$ cat config.mk
export PLATFORM = sky130hd
export DESIGN_NAME = csr_access_unit_flat
export DESIGN_NICKNAME = d
export VERILOG_FILES = /design/src/rtl/csr_access_unit_if.sv /design/src/rtl/csr_access_unit.sv /design/src/flat_wrapper.sv
export SDC_FILE = /design/constraint.sdc
export NUM_CORES = 1
export LEC_CHECK = 0
export BUFFER_PORTS_ARGS = -buffer_cell sky130_fd_sc_hd__buf_2
export CAP_MARGIN = 30
export CORE_ASPECT_RATIO = 0.9
export CORE_MARGIN = 4
export CORE_UTILIZATION = 46
export CTS_BUF_LIST = sky130_fd_sc_hd__clkbuf_16
export CTS_CLUSTER_DIAMETER = 40
export DETAILED_ROUTE_END_ITERATION = 10
export GPL_TIMING_DRIVEN = 1
export PLACE_DENSITY = 0.74
export SYNTH_ARGS = -nofsm -noshare
export SYNTH_HDL_FRONTEND = slang
export SYNTH_SLANG_ARGS = --single-unit
export TNS_END_PERCENT = 100
$ cat constraint.sdc
create_clock -name clk -period 2.03 [get_ports clk]
set_input_delay 0.406 -clock clk [delete_from_list [all_inputs] [get_ports clk]]
set_output_delay 0.406 -clock clk [all_outputs]
set_load 0.02 [all_outputs]
$ cat src/rtl/csr_access_unit_if.sv
// Request/response bus between a pipeline stage issuing Zicsr operations
// and the CSR access unit that sequences them against the CSR file.
interface csr_access_unit_if;
    logic        req_valid;
    logic        req_ready;
    logic [2:0]  req_op;
    logic [11:0] req_addr;
    logic [63:0] req_src;
    logic [4:0]  req_zimm;
    logic        req_rs1_zero;

    logic        resp_valid;
    logic        resp_ready;
    logic [63:0] resp_rdata;
    logic        resp_illegal;

    // Pipeline side issuing CSR instructions and consuming the old value.
    modport master (
        output req_valid, req_op, req_addr, req_src, req_zimm, req_rs1_zero,
        output resp_ready,
        input  req_ready,
        input  resp_valid, resp_rdata, resp_illegal
    );

    // CSR access unit side.
    modport slave (
        input  req_valid, req_op, req_addr, req_src, req_zimm, req_rs1_zero,
        input  resp_ready,
        output req_ready,
        output resp_valid, resp_rdata, resp_illegal
    );
endinterface

$ cat src/rtl/csr_access_unit.sv
// Sequences one Zicsr read-modify-write against a CSR file with a
// combinational read port and a single-cycle write port.
//
// state | meaning
// ------+---------------------------------------------------------------
// IDLE  | waiting for a request; the only state that accepts one
// READ  | csr_ren pulse, old value captured at the closing edge
// WRITE | csr_wen pulse with the computed new value
// RESP  | response held until resp_ready; carries old value / illegal
module csr_access_unit (
    input  logic                    clk,
    input  logic                    reset,
    input  logic                    flush,
    csr_access_unit_if.slave        bus,
    output logic                    csr_ren,
    output logic [11:0]             csr_raddr,
    input  logic [63:0]             csr_rdata,
    output logic                    csr_wen,
    output logic [11:0]             csr_waddr,
    output logic [63:0]             csr_wdata
);

    typedef enum logic [1:0] {
        IDLE  = 2'd0,
        READ  = 2'd1,
        WRITE = 2'd2,
        RESP  = 2'd3
    } state_t;

    state_t      state;
    state_t      state_n;

    logic [2:0]  op_q;
    logic [11:0] addr_q;
    logic [63:0] operand_q;
    logic [63:0] old_q;
    logic [63:0] new_q;
    logic        suppress_q;
    logic        illegal_q;

    logic        accept;
    logic        op_illegal;
    logic        req_suppress;
    logic [63:0] req_operand;
    logic        read_only;
    logic [63:0] new_val;

    // Acceptance is blocked by a concurrent flush and while reset is held.
    assign bus.req_ready = (state == IDLE) && !flush && !reset;
    assign accept        = bus.req_valid && bus.req_ready;

    // funct3 000 and 100 have no CSR meaning.
    assign op_illegal  = (bus.req_op[1:0] == 2'b00);
    assign req_operand = bus.req_op[2] ? {59'd0, bus.req_zimm} : bus.req_src;

    // Set/clear with a zero source never writes; plain write always does.
    assign req_suppress = !op_illegal && (bus.req_op[1:0] != 2'b01) &&
                          (bus.req_op[2] ? (bus.req_zimm == 5'd0) : bus.req_rs1_zero);

    assign read_only = (addr_q[11:10] == 2'b11);

    // New value computed from the live read data during READ.
    always_comb begin
        new_val = csr_rdata;
        case (op_q[1:0])
            2'b01:   new_val = operand_q;
            2'b10:   new_val = csr_rdata | operand_q;
            2'b11:   new_val = csr_rdata & ~operand_q;
            default: new_val = csr_rdata;
        endcase
    end

    // State register.
    always_ff @(posedge clk) begin
        if (reset) begin
            state <= IDLE;
        end else begin
            state <= state_n;
        end
    end

    // Next-state logic; flush abandons whatever is in flight.
    always_comb begin
        state_n = state;
        if (flush) begin
            state_n = IDLE;
        end else begin
            case (state)
                IDLE:    if (accept) state_n = op_illegal ? RESP : READ;
                READ:    state_n = (!suppress_q && !read_only) ? WRITE : RESP;
                WRITE:   state_n = RESP;
                RESP:    if (bus.resp_ready) state_n = IDLE;
                default: state_n = IDLE;
            endcase
        end
    end

    // Request latch and old/new value capture.
    always_ff @(posedge clk) begin
        if (reset) begin
            op_q       <= '0;
            addr_q     <= '0;
            operand_q  <= '0;
            old_q      <= '0;
            new_q      <= '0;
            suppress_q <= 1'b0;
            illegal_q  <= 1'b0;
        end else if (accept) begin
            op_q       <= bus.req_op;
            addr_q     <= bus.req_addr;
            operand_q  <= req_operand;
            suppress_q <= req_suppress;
            illegal_q  <= op_illegal;
            old_q      <= '0;
        end else if (state == READ) begin
            old_q      <= csr_rdata;
            new_q      <= new_val;
            // Writing a read-only CSR is illegal; merely reading it is not.
            illegal_q  <= read_only && !suppress_q;
        end
    end

    // Strobes and response; everything quiet while reset is asserted.
    always_comb begin
        csr_ren          = 1'b0;
        csr_wen          = 1'b0;
        bus.resp_valid   = 1'b0;
        bus.resp_rdata   = '0;
        bus.resp_illegal = 1'b0;
        if (!reset) begin
            csr_ren = (state == READ);
            csr_wen = (state == WRITE) && !flush;
            if (state == RESP) begin
                bus.resp_valid   = !flush;
                bus.resp_rdata   = old_q;
                bus.resp_illegal = illegal_q;
            end
        end
    end

    assign csr_raddr = addr_q;
    assign csr_waddr = addr_q;
    assign csr_wdata = new_q;

endmodule

$ cat src/flat_wrapper.sv
// flat-port wrapper written by rule: the top's interface ports become plain ports
module csr_access_unit_flat 
  (clk, reset, flush, csr_ren, csr_raddr, csr_rdata, csr_wen, csr_waddr, csr_wdata, bus_req_valid, bus_req_op, bus_req_addr, bus_req_src, bus_req_zimm, bus_req_rs1_zero, bus_resp_ready, bus_req_ready, bus_resp_valid, bus_resp_rdata, bus_resp_illegal);
  csr_access_unit_if bus_i ();
  input  logic clk;
  input  logic reset;
  input  logic flush;
  output logic csr_ren;
  output logic [11:0] csr_raddr;
  input  logic [63:0] csr_rdata;
  output logic csr_wen;
  output logic [11:0] csr_waddr;
  output logic [63:0] csr_wdata;
  input wire logic [$bits(bus_i.req_valid)-1:0] bus_req_valid;
  input wire logic [$bits(bus_i.req_op)-1:0] bus_req_op;
  input wire logic [$bits(bus_i.req_addr)-1:0] bus_req_addr;
  input wire logic [$bits(bus_i.req_src)-1:0] bus_req_src;
  input wire logic [$bits(bus_i.req_zimm)-1:0] bus_req_zimm;
  input wire logic [$bits(bus_i.req_rs1_zero)-1:0] bus_req_rs1_zero;
  input wire logic [$bits(bus_i.resp_ready)-1:0] bus_resp_ready;
  output wire logic [$bits(bus_i.req_ready)-1:0] bus_req_ready;
  output wire logic [$bits(bus_i.resp_valid)-1:0] bus_resp_valid;
  output wire logic [$bits(bus_i.resp_rdata)-1:0] bus_resp_rdata;
  output wire logic [$bits(bus_i.resp_illegal)-1:0] bus_resp_illegal;
  assign bus_i.req_valid = bus_req_valid;
  assign bus_i.req_op = bus_req_op;
  assign bus_i.req_addr = bus_req_addr;
  assign bus_i.req_src = bus_req_src;
  assign bus_i.req_zimm = bus_req_zimm;
  assign bus_i.req_rs1_zero = bus_req_rs1_zero;
  assign bus_i.resp_ready = bus_resp_ready;
  assign bus_req_ready = bus_i.req_ready;
  assign bus_resp_valid = bus_i.resp_valid;
  assign bus_resp_rdata = bus_i.resp_rdata;
  assign bus_resp_illegal = bus_i.resp_illegal;
  csr_access_unit u_core (.clk(clk), .reset(reset), .flush(flush), .bus(bus_i), .csr_ren(csr_ren), .csr_raddr(csr_raddr), .csr_rdata(csr_rdata), .csr_wen(csr_wen), .csr_waddr(csr_waddr), .csr_wdata(csr_wdata));
endmodule
==> results.yml, run 1 <==
clock_tree:
  ctsHoldBuffers: 0
  cts_root_buffer: "clkbuf_16"
  cts_sinks: 210
  clk-insertion-delay-late_ns: 0.52
  htreeDepth: 1
  cts.path.max_buffers: 3
  numCtsBuffers: 29
  cts_tree: "done"
  clk_pin_slew_ns: 0.05
route:
  routed_wl_microns: 27300
  ant_nets: 0
  first_iter_violations: 455
  wl_per_cell_microns: 18.7
  drc_errors: 0
  routed_via_density: 5.39
  dr.pass1.iters: 5
  vias: 7876
synthesis:
  post-synth-top-area-cell: "dfxtp_1"
  synth_cell_type_count: 33
  synth_edf_count: 0
  synth_most_common_cell: "dfxtp_1"
  syn_avg_cell_area_sq_um: 9.28
  syn-instance-count: 909
  postSynth.topFlopCell: "dfxtp_1"
  netlist.area_leader.share: 0.498
  syn_nets: 1068
  yosysSeqAreaShare: 0.498
  netlist_area_sq_mm: 0.00844
  ys_warn_count: 0
  synthTopCellsByCount: "dfxtp_1 (210), o21ai_0 (97), nand2_1 (82), nor2_1 (76), mux2i_1 (70)"
  async_flop_share: 0
  synthTopCellsByArea: "dfxtp_1 (50%), mux2i_1 (8.3%), a22o_1 (6.1%)"
  synth_seq_cells: 210
sta:
  clock_skew_ns: 0.0152
  tightest_slew_ns: 0.479
  drv_slew: 0
  finalHoldViolations: 0
  fin_crit_ns: 2.23
  setup_viol: 67
  fmax_mhz: 449
  rsz0062_at_grt: "yes"
  timing.final.ws_setup_ns: -0.197
  fin_crit_sh: 1.10
  timing.slew.headroom: 0.681
place:
  place_congestion: 0.820
  pre_cts_slack_ns: 0.169
  dp_hpwl_microns: 17600
  io_buffer_count: 310
cells_and_area:
  nets: 1361
  diodes: 0
  drive_gt1_frac: 0.376
  nFillCells: 1419
  area_delta_synth_final_pct: 40.7
pwr:
  peakVddDrop_mv: 0.567
  p_seq_frac: 0.441
  p_sw_w: 0.00250
  pwr-share-comb: 0.100
  power_density_mw_per_mm2: 834
  switching_share: 0.252
  p_int_w: 0.00740
  p_leak_nw: 5.25
  total_power_w: 0.00989
  pwr-share-clk: 0.460
global_routing:
  grt_pass1_wl_microns: 40800
  grt_pass1_vias: 7733
  antenna_found_initial: 2
  grt_max_degree: 53
  grt_overflow: 0
  grt_usage: 0.244
critical_path:
  crit_path_top_delay_cell: "dfxtp_4"
  cp.required_ns: 1.62
  path_max_fanout: 14
  path_buf_inv: 3
  cpLargestDelayFamily: "buffers and inverters"
  critPathKind: "flop to output port"
  cp.arrival_ns: 1.82
  end_kind: "output port"
  path_cells: "ha_4 -> nor2b_4 -> buf_12 -> clkbuf_16 -> and2_1 -> buf_6"
  cpPeakStageDelay_ns: 0.38
  start_kind: "flop"
die:
  start_util: 0.473
  die_h_microns: 136
  dieWidth_microns: 151
  die_area_sq_mm: 0.0206
  core_sq_mm: 0.0178
  io_pins: 311
  row_count: 46
run_status:
  violations: "setup timing"
  status: "complete, but fails checks"
hold_path:
  hold_class: "input port to flop"
job:
  max-cap-violations: 0
-- final timing paths --
| kind | startpoint | endpoint | slack, ns | cells after the start |
|---|---|---|---|---|
| max reg2reg | u_core.state[1]$_SDFFE_PP0P_ | u_core.old_q[60]$_SDFFE_PP0P_ | 0.15 | 8 |
| max | u_core.state[1]$_SDFFE_PP0P_ | bus_resp_rdata[35] | -0.20 | 6 |
| min | bus_req_src[40] | u_core.operand_q[40]$_SDFFE_PP0P_ | 0.09 | 2 |
| min reg2reg | u_core.csr_wdata[49]$_SDFFE_PP0P_ | u_core.csr_wdata[49]$_SDFFE_PP0P_ | 0.45 | 2 |
-- placed cells by master (no fill, tap or decap), drive strengths merged --
cell      instances
ha                5
bufinv            1
a21oi            27
nand3             1
nor3              1
a22oi            52
a31oi             2
a2111oi           2
o22ai            12
nand2b            1
dfxtp           210
nor2b             4
or2               2
nand2            82
and2             69
clkinvlp          2
xor2             13
nor2             77
a22o             59
or3b              1
clkbuf           33
buf             344
and4b             1
o21ai           106
o32ai             1
a211oi           18
inv              12
nor4              1
mux2i            70
clkinv           12
-- kinds of logic after synthesis --
family,Yosys count,share of synthesized area
flops,210,0.498
simple gates,240,0.132
buf+inv,92,0.0492
xor+xnor,13,0.0135
fa+ha+maj,5,0.00741
compound gates,279,0.216
mux,70,0.0830
-- routing by layer --
metal / global-route usage / wire length, microns / part of all wire
met3: 0.0619 / 2390 / 0.088
met4: 0.0574 / 543 / 0.020
met2: 0.408 / 13200 / 0.48
met1: 0.320 / 11200 / 0.41
met5: 0 / 21 / 0.00077
-- power by group through the flow --
stage	clock [W]	sequential, W	combinational, W
final	0.00455	0.00436	0.000987
after global routing	0.00479	0.00438	0.00108
after CTS	0.00462	0.00436	0.000972
after detailed placement	0	0.00444	0.000958
after global placement	0	0.00444	0.000947
after floorplan	0	0.00450	0.000485
-- worst reg2reg max path, stage by stage (launching register included) --
cell	delay [ns]
dfxtp_4	0.36
buf_4	0.14
clkinvlp_4	0.11
ha_4	0.16
nand2_1	0.09
nor2_1	0.22
or2_2	0.17
buf_4	0.38
nor2_1	0.13
-- flip-flops by register name, indices dropped and copies added, names as in the netlist --
| register | count |
|---|---|
| u_core.csr_raddr | 12 |
| u_core.csr_wdata | 64 |
| u_core.illegal_q | 1 |
| u_core.old_q | 64 |
| u_core.op_q | 2 |
| u_core.operand_q | 64 |
| u_core.state | 2 |
| u_core.suppress_q | 1 |
-- final cells by class --
| type | instances | area (sq um) | area share |
|---|---|---|---|
| repair buffers | 348 | 2420 | 0.204 |
| multi-input cells | 607 | 4030 | 0.340 |
| clock inverters | 21 | 148 | 0.0124 |
| flip-flops and latches | 210 | 4210 | 0.355 |
| well taps | 240 | 300 | 0.0253 |
| inverters | 6 | 26.3 | 0.00221 |
| clock buffers | 29 | 726 | 0.0611 |
-- through the flow --
step | cell area [sq um] | util | hold WS [ns] | std cells | TNS (ns)
final | 11900 | 0.665 | 0.0909 | 1461 | -10.38
after global placement | 10200 | 0.573 | 0.429 | 1399 | 0
after CTS | 11400 | 0.640 | 0.0671 | 1453 | -10.76
after global routing | 11900 | 0.665 | 0.0792 | 1461 | -14.10
after detailed placement | 10200 | 0.573 | 0.438 | 1399 | 0
after floorplan | 8440 | - | 0.452 | 909 | 0
-- what timing repair did --
item                       CTS  global route
setup endpoints to repair   67            67
buffers inserted             3             5
gates cloned                 1             4
hold endpoints to repair     0             0
resized for setup           85           109
pin swaps                    1            17
No activity file was read; power rests on OpenSTA's default activity.
==> inputs of run 2 (changes only) <==
--- a/config.mk
+++ b/config.mk
@@ -15,6 +15,7 @@
 export DETAILED_ROUTE_END_ITERATION = 10
 export GPL_TIMING_DRIVEN = 1
 export PLACE_DENSITY = 0.74
+export REMOVE_ABC_BUFFERS = 1
 export SYNTH_ARGS = -nofsm -noshare
 export SYNTH_HDL_FRONTEND = slang
 export SYNTH_SLANG_ARGS = --single-unit
==> results.yml, run 2 (synthesized netlist as in run 1, its figures left out) <==
critical_path:
  cp.required_ns: 1.62
  start_kind: "flop"
  crit_path_top_delay_cell: "dfxtp_4"
  cp.arrival_ns: 1.82
  path_buf_inv: 3
  critPathKind: "flop to output port"
  path_max_fanout: 8
  cpPeakStageDelay_ns: 0.36
  cpLargestDelayFamily: "buffers and inverters"
  end_kind: "output port"
  path_cells: "ha_4 -> nor2b_4 -> buf_12 -> buf_6 -> and2_4 -> buf_6"
  cp_common_cell: "buf_6"
sta:
  setup_viol: 65
  clock_skew_ns: 0.00788
  timing.final.ws_setup_ns: -0.197
  rsz0062_at_grt: "yes"
  fin_crit_sh: 1.10
  fin_crit_ns: 2.23
  drv_slew: 0
  finalHoldViolations: 0
  fmax_mhz: 449
  fin_hold_ws_ns: 0.0948
  timing.slew.headroom: 0.675
  tightest_slew_ns: 0.486
global_routing:
  grt_max_degree: 60
  grt_pass1_vias: 7775
  antenna_found_initial: 1
  grt_overflow: 0
  grt_pass1_wl_microns: 42600
  grt_usage: 0.260
cells_and_area:
  stdcell_area_sq_mm: 0.0121
  nFillCells: 1419
  area_delta_synth_final_pct: 43.8
  drive_gt1_frac: 0.390
  final_cell_count_no_fill: 1466
  layout_commonest_cell: "buf_2"
  final_cell_mix: "buf_2 (243), dfxtp_1 (207), o21ai_0 (97)"
  multiInputGateArea_sq_mm: 0.00407
  nets: 1362
  seqCellArea_sq_mm: 0.00421
clock_tree:
  ctsHoldBuffers: 0
  cts_tree: "done"
  clk-insertion-delay-late_ns: 0.52
  numCtsBuffers: 29
  clk_pin_slew_ns: 0.06
  cts.path.max_buffers: 3
  htreeDepth: 1
  cts_sinks: 210
  cts_root_buffer: "clkbuf_16"
die:
  io_pins: 311
  start_util: 0.473
  core_sq_mm: 0.0178
  row_count: 46
  dieWidth_microns: 151
  die_h_microns: 136
  die_area_sq_mm: 0.0206
route:
  wl_per_cell_microns: 19.4
  routed_wl_microns: 28400
  routed_via_density: 5.41
  vias: 7931
  drc_errors: 0
  ant_nets: 0
  first_iter_violations: 426
  dr.pass1.iters: 7
run_status:
  status: "complete, but fails checks"
  violations: "setup timing"
hold_path:
  hold_class: "input port to flop"
pwr:
  switching_share: 0.237
  power_density_mw_per_mm2: 882
  p_int_w: 0.00816
  pwr-share-clk: 0.500
  peakVddDrop_mv: 0.677
  p_leak_nw: 5.36
  pwr-share-comb: 0.093
  p_sw_w: 0.00254
  p_seq_frac: 0.408
place:
  place_congestion: 0.766
  dp_cells: 1396
  dp_hpwl_microns: 16600
  io_buffer_count: 310
  pre_cts_slack_ns: 0.180
  dpl_cell_area_sq_mm: 0.0102
job:
  max-cap-violations: 0
## run 2: cell types whose count changed in the layout (fill, tap and decap cells not counted), sizes merged
cell,before,now
bufinv,1,7
clkinvlp,2,3
clkbuf,33,30
buf,344,348
diode,0,1
clkinv,12,10
inv,12,10
## run 2: layout make-up
type,count,area share
Multi-Input combinational cell,607,0.336
Antenna cell,1,0.000206
Inverter,6,0.00206
Clock inverter,24,0.0253
Tap cell,240,0.0248
Clock buffer,29,0.0598
Sequential cell,210,0.347
Timing Repair Buffer,349,0.205
## run 2: metal layers
layer | up-vias | global-route usage | share of wire
met5 | - | 0 | 0.00046
met4 | 2 | 0.0675 | 0.022
met3 | 47 | 0.0606 | 0.088
met2 | 338 | 0.438 | 0.48
met1 | 3754 | 0.338 | 0.41
li1 | 3790 | - | -
## run 2: path summary, 6_finish.rpt
path	slack, ns	to	cells past startpoint	start
min	0.09	u_core.operand_q[50]$_SDFFE_PP0P_	2	bus_req_src[50]
max reg2reg	0.13	u_core.old_q[1]$_SDFFE_PP0P_	8	u_core.state[0]$_SDFFE_PP0P_
min reg2reg	0.45	u_core.csr_wdata[31]$_SDFFE_PP0P_	2	u_core.csr_wdata[31]$_SDFFE_PP0P_
max	-0.20	bus_resp_rdata[17]	6	u_core.state[0]$_SDFFE_PP0P_
## run 2: what timing repair did
action,4_1_cts,5_1_grt
pin swaps,48,19
cloned,7,1
setup buffers,9,2
gates resized for setup,199,22
endpoints found under the setup margin,67,68
## run 2: power groups by stage
stage	logic (W)	registers [W]	clock network [W]
3_5_place_dp	0.000957	0.00444	0
5_1_grt	0.00107	0.00438	0.00559
3_3_place_gp	0.000948	0.00444	0
6_report	0.000994	0.00436	0.00534
2_1_floorplan	0.000425	0.00452	0
4_1_cts	0.000984	0.00436	0.00542
## run 2: stage by stage
| step | total power, W | util | setup TNS (ns) |
|---|---|---|---|
| after global placement | 0.00539 | 0.572 | 0 |
| after floorplan | 0.00494 | - | -425.69 |
| after CTS | 0.0108 | 0.678 | -12.03 |
| final | 0.0107 | 0.680 | -9.72 |
| after global routing | 0.0110 | 0.680 | -13.81 |
| after detailed placement | 0.00540 | 0.572 | 0 |
## run 2: worst register-to-register path, stage by stage, from the launching register on
cell     delay (ns)
dfxtp_4        0.35
buf_4          0.15
inv_2          0.10
ha_4           0.16
nand2_1        0.08
nor2_1         0.22
or2_2          0.17
buf_4          0.40
nor2_1         0.13
